$ cat src/rtl/thermo_meter_pkg.sv
// rtl/thermo_meter_pkg.sv - shared types and decode helpers for the thermometer bar meter
package thermo_meter_pkg;

    typedef enum logic [1:0] {
        TRACK,
        HOLD,
        DECAY
    } peak_state_t;

    localparam int MAX_N  = 128;
    localparam int MAX_GW = 32;

    // Bar level: full groups below sel plus the position of the highest set fine bit.
    function automatic int level_calc(int groups, int group_w, int sel,
                                      logic [MAX_GW-1:0] fine);
        int                hi;
        logic [MAX_GW-1:0] f;
        hi = 0;
        f  = fine;
        if (sel >= groups) begin
            return groups * group_w;
        end
        for (int i = 0; i < MAX_GW; i++) begin
            if (i < group_w && f[0]) begin
                hi = i + 1;
            end
            f = f >> 1;
        end
        return sel * group_w + hi;
    endfunction

    // Built MSB-first by shifting so no bit select needs a variable index.
    function automatic logic [MAX_N-1:0] bar_decode(int groups, int group_w, int sel,
                                                    logic [MAX_GW-1:0] fine);
        logic [MAX_N-1:0]  r;
        logic [MAX_GW-1:0] f;
        int                g;
        r = '0;
        for (int i = MAX_N - 1; i >= 0; i--) begin
            g = i / group_w;
            f = fine >> (i % group_w);
            r = r << 1;
            if (i < groups * group_w) begin
                if (sel >= groups || g < sel) begin
                    r[0] = 1'b1;
                end else if (g == sel) begin
                    r[0] = f[0];
                end
            end
        end
        return r;
    endfunction

endpackage

$ cat src/rtl/thermo_peak_tracker.sv
// rtl/thermo_peak_tracker.sv - peak-hold marker with timed hold and stepwise decay
module thermo_peak_tracker
    import thermo_meter_pkg::*;
#(
    parameter int N            = 16,
    parameter int LVL_W        = 5,
    parameter int HOLD_CYCLES  = 1024,
    parameter int DECAY_CYCLES = 64
) (
    input  logic             clk,
    input  logic             rst_n,
    input  logic             sample_valid,
    input  logic [LVL_W-1:0] sample_level,
    input  logic [LVL_W-1:0] level,
    output logic [LVL_W-1:0] peak_level,
    output logic [N-1:0]     peak_out
);

    localparam int HW = $clog2(HOLD_CYCLES + 1);
    localparam int DW = $clog2(DECAY_CYCLES + 1);

    peak_state_t      state;
    logic [HW-1:0]    hold_cnt;
    logic [DW-1:0]    decay_cnt;
    logic [LVL_W-1:0] eff_level;
    logic             new_peak;
    logic             reach_level;

    function automatic logic [N-1:0] onehot(logic [LVL_W-1:0] p);
        if (p == '0) begin
            return '0;
        end
        return {{(N-1){1'b0}}, 1'b1} << (p - 1'b1);
    endfunction

    // Level that LEVEL will hold after this edge; decay must never go below it.
    assign eff_level   = sample_valid ? sample_level : level;
    assign new_peak    = sample_valid && (sample_level > peak_level);
    assign reach_level = ({1'b0, peak_level}) <= ({1'b0, eff_level} + (LVL_W+1)'(1));

    always_ff @(posedge clk) begin
        if (!rst_n) begin
            state      <= TRACK;
            hold_cnt   <= '0;
            decay_cnt  <= '0;
            peak_level <= '0;
            peak_out   <= '0;
        end else if (new_peak) begin
            state      <= HOLD;
            hold_cnt   <= HW'(HOLD_CYCLES - 1);
            peak_level <= sample_level;
            peak_out   <= onehot(sample_level);
        end else begin
            case (state)
                HOLD: begin
                    if (hold_cnt == '0) begin
                        decay_cnt <= DW'(DECAY_CYCLES - 1);
                        state     <= DECAY;
                    end else begin
                        hold_cnt <= hold_cnt - 1'b1;
                    end
                end
                DECAY: begin
                    if (decay_cnt != '0) begin
                        decay_cnt <= decay_cnt - 1'b1;
                    end else if (reach_level) begin
                        peak_level <= eff_level;
                        peak_out   <= onehot(eff_level);
                        state      <= TRACK;
                    end else begin
                        peak_level <= peak_level - 1'b1;
                        peak_out   <= onehot(peak_level - 1'b1);
                        decay_cnt  <= DW'(DECAY_CYCLES - 1);
                    end
                end
                default: begin
                    state <= TRACK;
                end
            endcase
        end
    end

endmodule

$ cat src/rtl/thermo_bar_meter.sv
// rtl/thermo_bar_meter.sv - registered group/fine thermometer bar decoder; peak hold under THERMO_PEAK_HOLD_EN
module thermo_bar_meter
    import thermo_meter_pkg::*;
#(
    parameter int GROUPS       = 4,
    parameter int GROUP_W      = 4,
    parameter int HOLD_CYCLES  = 1024,
    parameter int DECAY_CYCLES = 64,
    localparam int SEL_W       = $clog2(GROUPS),
    localparam int N           = GROUPS * GROUP_W,
    localparam int LVL_W       = $clog2(N + 1)
) (
    input  logic                     clk,
    input  logic                     rst_n,
    input  logic [SEL_W+GROUP_W-1:0] in,
    input  logic                     in_valid,
    output logic [N-1:0]             out,
    output logic [LVL_W-1:0]         level,
    output logic [LVL_W-1:0]         peak_level,
    output logic [N-1:0]             peak_out
);

    logic [SEL_W-1:0]   sel;
    logic [GROUP_W-1:0] fine;
    logic [N-1:0]       sample_bar;
    logic [LVL_W-1:0]   sample_level;

    assign sel  = in[SEL_W+GROUP_W-1:GROUP_W];
    assign fine = in[GROUP_W-1:0];

    always_comb begin
        sample_bar   = N'(bar_decode(GROUPS, GROUP_W, int'(sel), MAX_GW'(fine)));
        sample_level = LVL_W'(level_calc(GROUPS, GROUP_W, int'(sel), MAX_GW'(fine)));
    end

    always_ff @(posedge clk) begin
        if (!rst_n) begin
            out   <= '0;
            level <= '0;
        end else if (in_valid) begin
            out   <= sample_bar;
            level <= sample_level;
        end
    end

`ifdef THERMO_PEAK_HOLD_EN
    thermo_peak_tracker #(
        .N            (N),
        .LVL_W        (LVL_W),
        .HOLD_CYCLES  (HOLD_CYCLES),
        .DECAY_CYCLES (DECAY_CYCLES)
    ) u_peak (
        .clk          (clk),
        .rst_n        (rst_n),
        .sample_valid (in_valid),
        .sample_level (sample_level),
        .level        (level),
        .peak_level   (peak_level),
        .peak_out     (peak_out)
    );
`else
    assign peak_level = '0;
    assign peak_out   = '0;
`endif

endmodule

$ cat config.mk
export PLATFORM = sky130hd
export DESIGN_NAME = thermo_bar_meter
export DESIGN_NICKNAME = d
export VERILOG_FILES = /design/src/rtl/thermo_meter_pkg.sv /design/src/rtl/thermo_peak_tracker.sv /design/src/rtl/thermo_bar_meter.sv
export SDC_FILE = /design/constraint.sdc
export NUM_CORES = 1
export LEC_CHECK = 0
export BUFFER_PORTS_ARGS = -buffer_cell sky130_fd_sc_hd__buf_2
export CORE_MARGIN = 2
export CORE_UTILIZATION = 42
export CTS_BUF_LIST = sky130_fd_sc_hd__clkbuf_4 sky130_fd_sc_hd__clkbuf_8
export DETAILED_ROUTE_END_ITERATION = 10
export PLACE_DENSITY = 0.85
export SYNTH_ARGS = -nofsm -noshare
export SYNTH_HDL_FRONTEND = slang
export SYNTH_SLANG_ARGS = --single-unit
export TNS_END_PERCENT = 50
$ cat constraint.sdc
create_clock -name clk -period 0.8 [get_ports clk]
set_input_delay 0.04 -clock clk [delete_from_list [all_inputs] [get_ports clk]]
set_output_delay 0.04 -clock clk [all_outputs]
set_load 0.05 [all_outputs]
==> results of run 1 <==
-- metrics by stage --
| stage | setup slack (ps) | TNS [ps] | hold slack [ps] |
|---|---|---|---|
| floorplan | -103 | -1000 | 180 |
| global placement | -84.8 | -84.8 | 372 |
| detailed placement | -131 | -171 | 373 |
| CTS | -63.8 | -1110 | 40.8 |
| global route | -94.3 | -1670 | 51.1 |
| finish | -58.9 | -945 | 50.4 |
-- layer usage --
layer,part of all wire,up-vias
met4,0.0033,0
met5,0,-
met2,0.52,49
met1,0.39,407
li1,-,429
met3,0.085,2
-- power breakdown --
part	switching [mW]	leakage (nW)	internal [mW]
clock network	0.313	0.0177	0.186
logic	0.579	0.445	0.260
registers	0.0514	0.181	1.11
-- layout make-up --
class,count,area [um^2],area share
multi-input cells,85,464,0.325
inverters,5,18.8,0.0132
clock inverters,1,5.00,0.00351
repair buffers,39,424,0.297
flip-flops and latches,21,454,0.318
clock buffers,3,22.5,0.0158
well taps,30,37.5,0.0263
-- registers in the layout, summed over array words and instances (netlist names) --
register	count
out	16
level	5
-- timing repair --
action,4_1_cts,5_1_grt
setup buffers,3,1
resized for setup,63,6
gates cloned,0,0
endpoints found under the setup margin,21,22
-- layout by cell type (no fill, tap or decap), drive strengths merged, types with 5 or more instances in the layout --
cell    synthesis  layout
buf            29      39
dfxtp          21      21
nand2b          5       5
conb            1      21
inv             5       5
nor2            5       5
o21ai          10      10
a21boi          5       5
a21oi          12      12
-- how the worst max path moves through the flow --
stage | slack [ps] | endpoint | depth (start not counted) | startpoint
2_1_floorplan | -100 | level[2] | 2 | level[2]
3_3_place_gp | -80 | level[3] | 5 | in[3]
3_5_place_dp | -130 | level[3] | 5 | in[3]
4_1_cts | -60 | level[2] | 1 | level[2]
5_1_grt | -90 | out[4] | 1 | out[4]
6_report | -60 | out[2] | 1 | out[2]
-- cells by family after synthesis --
logic type / after synthesis / synth area share
other cells: 1 / 0.00357
fa+ha+maj: 2 / 0.0238
compound gates: 32 / 0.170
buf+inv: 34 / 0.229
mux: 3 / 0.0286
simple gates: 27 / 0.144
flops: 21 / 0.400
==> run metrics, run 1 <==
outcome=finished, violations left; failing checks=setup timing; Hold Path Sink=out[13]; top cells by area, synth=dfxtp_1 (40%), buf_4 (16%), a21oi_1 (5.7%); initial DRC count=3; met1 usage=0.196; Worst Setup Path Type=reg2out; final hold violation count=0; Peak VDD IR=1.36 mV; synthesized flop and latch total=21; Clock transition at path regs=120 ps; largest net degree at the start of global routing=23; WP buf/inv=1; top_reg_cell synth=dfxtp_1; crit path DAT=820 ps; worst-case clock buffer depth=2; most frequent cell after synthesis=buf_4; Post-synth EDFFs=0; crit end category=output pin; CP delay by family, top=flip-flops; Worst Hold Path Cells=3; fin crit period=859 ps; placed cells=176; via count=887; post-route core utilization=0.586; worst r2r src=out[1]; Die Area=2920 um^2; Max Clock Freq=1160 MHz; Post-synth ARST share=0; M3 GR Usage=0.0333; gr usage total=0.163; Rows=18; Distinct cells, synth=23; Slew Limit Fails=0; Final Skew=0 ps; Core Footprint=2430 um^2; crit start category=flip-flop; worst setup margin=-58.9 ps; GR Overflow Total=0; area share of the largest cell type after synthesis=0.400; ANT nets after route=0; Critical Path Max Stage Delay=370 ps; Worst R2R End=out[1]; RSZ-0062 raised after global routing=yes; post-synthesis sequential area ratio=0.400; Area Growth Syn to Fin=35.9%; Design Power=2.50 mW; fillers=214; Max-Cap Viols=0; Layout Nets=166; DP Wirelength=1.52 mm; vias per inst=4.82; Mapped Cells=120; Req. time, crit path=760 ps; CTS buffer count=3; Initial Utilization=0.432; Final period util=1.07; busiest grt layer=met2; Die X=54.0 um; Crit Path Max Fanout=2; commonest cells in the netlist=buf_4 (23), dfxtp_1 (21), a21oi_1 (12); port buffer count=29; GPL Wtd Cong=0.790; FF-to-FF setup slack=40 ps; number of cells on the worst reg-to-reg path=3; Slowest cell on crit path=dfxtp_2; LEAKAGE=0.644 nW; area leader, netlist=dfxtp_1; drc violations=0; number of global-route vias before repair=838; post-synthesis cell area=1050 um^2; htree depth=1; share of cells above drive strength 1=0.416; final wirelength=2.13 mm; Initial DRT Pass Iterations=4; CTS Root Cell=clkbuf_4; num ports=51; crit path cell chain=buf_8; first-pass GRT wire length=3.51 mm; WL/cell=11.6 um; cell area after placement=1160 um^2; Sink Count=21; class of the worst hold path=in2reg; HP Start=in[1]; Die H=54.0 um; final setup violation count=21; Synth Area per Inst=8.75 um^2; CTS tree=done; final instance area=1430 um^2; grt met2 use=0.285; Yosys warnings=0; hold_buf cts=0; initial antenna violation count=0; Clk Latency, worst-skew pair=290 ps; # diodes=0; Cell Pwr Density=1750 nW/um^2; non-filler cells, final=184
Power figures use the tool's default switching activity.
==> inputs of run 2 (changes only) <==
- ABC_AREA: unset -> 1
==> run metrics, run 2 <==
RSZ-0062 raised after global routing=yes; final setup violation count=21 (unchanged); area leader, netlist=dfxtp_1; Sink Count=21 (unchanged); Largest regs=out: 16 flops, level: 5 flops; setup TNS=-1040 ps (-94.6 ps); worst setup margin=-58.2 ps (+0.728 ps); Max Clock Freq=1170 MHz (about the same); Die H=53.6 um (-0.67%); class of the worst hold path=in2reg; LEAKAGE=0.638 nW (-0.81%); gr usage total=0.148 (-0.0157); Synth Area per Inst=7.84 um^2 (-10%); cell area after placement=1130 um^2 (-3.2%); met1 usage=0.186 (-0.00992); via count=892 (+0.56%); Worst Setup Path Type=reg2out; Distinct cells, synth=17 (-26%); first-pass GRT wire length=3.11 mm (-11%); top cells by area, synth=dfxtp_1 (41%), buf_4 (16%), nand2_1 (8.3%); Core Footprint=2280 um^2 (-6.4%); CTS Root Cell=clkbuf_4; Mapped Cells=132 (+10%); Slowest cell on crit path=dfxtp_2; number of global-route vias before repair=737 (-12%); final wirelength=2.08 mm (-2.3%); Area Growth Syn to Fin=33.0%; Largest Register=out; Design Power=2.57 mW (+2.9%); DP Wirelength=1.45 mm (-4.7%); top_reg_cell synth=dfxtp_1; share of cells above drive strength 1=0.377 (-0.0390); crit start category=flip-flop; CTS tree=done; crit end category=output pin; area share of the largest cell type after synthesis=0.406 (+0.00581); worst-case clock buffer depth=2 (unchanged); failing checks=setup timing; Clk Latency, worst-skew pair=300 ps (about the same); final instance area=1380 um^2 (-3.5%); Final period util=1.07 (about the same); port buffer count=29 (unchanged); Post-synth ARST share=0 (unchanged); initial antenna violation count=0 (unchanged); largest net degree at the start of global routing=17 (-26%); Critical Path Max Stage Delay=370 ps (about the same); Max-Cap Viols=0 (unchanged); initial DRC count=21 (+18); Final Skew=0 ps (unchanged); Peak VDD IR=1.29 mV (-5.6%); Rows=17 (-1); Die X=53.6 um (-0.67%); final hold violation count=0 (unchanged); CP delay by family, top=flip-flops; commonest cells in the netlist=nand2_1 (23), buf_4 (22), dfxtp_1 (21); CTS buffer count=3 (unchanged); Yosys warnings=0 (unchanged); ANT nets after route=0 (unchanged); crit path DAT=820 ps (about the same); most frequent cell after synthesis=nand2_1; Req. time, crit path=760 ps (about the same); Layout Nets=174 (+4.8%); most frequent cells in the layout=nand2_1 (23), conb_1 (21), dfxtp_2 (21), buf_8 (20), nor2_1 (14); busiest grt layer=met2; outcome=finished, violations left; post-synthesis sequential area ratio=0.406 (+0.00581); Cell Pwr Density=1870 nW/um^2 (+6.7%); vias per inst=4.69 (-2.6%); fin crit period=858 ps (-0.728 ps); crit path cell chain=buf_8; grt met2 use=0.245 (-0.0397); drc violations=0 (unchanged); # diodes=0 (unchanged); WL/cell=11.0 um (-5.3%); Post-synth EDFFs=0 (unchanged); Initial Utilization=0.455 (+0.0231); M3 GR Usage=0.0278 (-0.00556); Initial DRT Pass Iterations=4 (unchanged); most common cell after layout, fill and taps aside=nand2_1; WP buf/inv=1 (unchanged); GPL Wtd Cong=0.767 (-3.0%); Die Area=2880 um^2 (-1.3%); num ports=51 (unchanged); max reg flops=16 (unchanged); post-synthesis cell area=1030 um^2 (-1.4%); FF-to-FF setup slack=110 ps (+70 ps); htree depth=1 (unchanged); Slew Limit Fails=0 (unchanged); Crit Path Max Fanout=2 (unchanged); synthesized flop and latch total=21 (unchanged); Clock transition at path regs=110 ps (about the same); GR Overflow Total=0 (unchanged)
[run 2: cell count changes after synthesis, sizes merged, moves of 3 or more]
| cell | before | now |
|---|---|---|
| and2 | 4 | 0 |
| nand2b | 5 | 0 |
| a21boi | 5 | 0 |
| mux2i | 3 | 0 |
| nand2 | 2 | 23 |
| nor2b | 3 | 0 |
| o21ai | 10 | 13 |
| nor2 | 5 | 14 |
| a31oi | 1 | 6 |
| nand3 | 0 | 4 |
| o22ai | 4 | 0 |
[run 2: metrics by stage]
step | hold WS (ps) | utilization | cells | worst slack, ps
5_1_grt | 36.7 | 0.605 | 190 | -91.6
3_5_place_dp | 361 | 0.495 | 186 | -71.9
2_1_floorplan | 167 | - | 152 | -100
4_1_cts | 21.3 | 0.580 | 190 | -69.5
6_report | 34.0 | 0.605 | 190 | -58.2
3_3_place_gp | 363 | 0.495 | 186 | -55.4
[run 2: routing by layer]
metal / vias up / wire length, um
met1: 402 / 848
met2: 37 / 1040
met5: - / 0
met4: 0 / 34
li1: 450 / -
met3: 3 / 156
[run 2: path summary, 6_finish.rpt]
check	start	to	cells past startpoint
max	out[1]	out[1]	1
min	in[0]	out[12]	3
max reg2reg	out[11]	out[11]	2
min reg2reg	level[0]	level[0]	2
[run 2: logic make-up (layout without fill, tap and decap cells)]
group / after synthesis / in the layout / share of synthesized area
buffers and inverters: 34 / 44 / 0.243
AO/OA/AOI/OAI: 31 / 31 / 0.157
adder cells (fa/ha/maj): 2 / 2 / 0.0242
AND/OR/NAND/NOR: 43 / 43 / 0.166
flip-flops: 21 / 21 / 0.406
other: 1 / 21 / 0.00362
[run 2: timing repair]
item / CTS / global route
resized for setup: 58 / 15
hold buffers: 0 / 0
buffers inserted: 0 / 0
endpoints found under the setup margin: 21 / 21
endpoints found under the hold margin: 0 / 0
[run 2: area by class of cell]
| type | count | area (um^2) |
|---|---|---|
| tap | 28 | 35.0 |
| timing repair buffer | 34 | 402 |
| fill | 185 | 900 |
| inverter | 6 | 25.0 |
| sequential | 21 | 447 |
| multi-input combinational | 97 | 438 |
| clock buffer | 4 | 30.0 |
[run 2: report_power, final]
group | switching, mW | internal [mW] | total (mW)
clock network | 0.310 | 0.229 | 0.539
logic | 0.602 | 0.255 | 0.857
registers | 0.0551 | 1.12 | 1.18
total | 0.967 | 1.61 | 2.57
[run 2: worst register-to-register path, stage by stage (launching register included)]
cell     delay [ps]
dfxtp_2         350
o21ai_0         170
a21oi_1          70
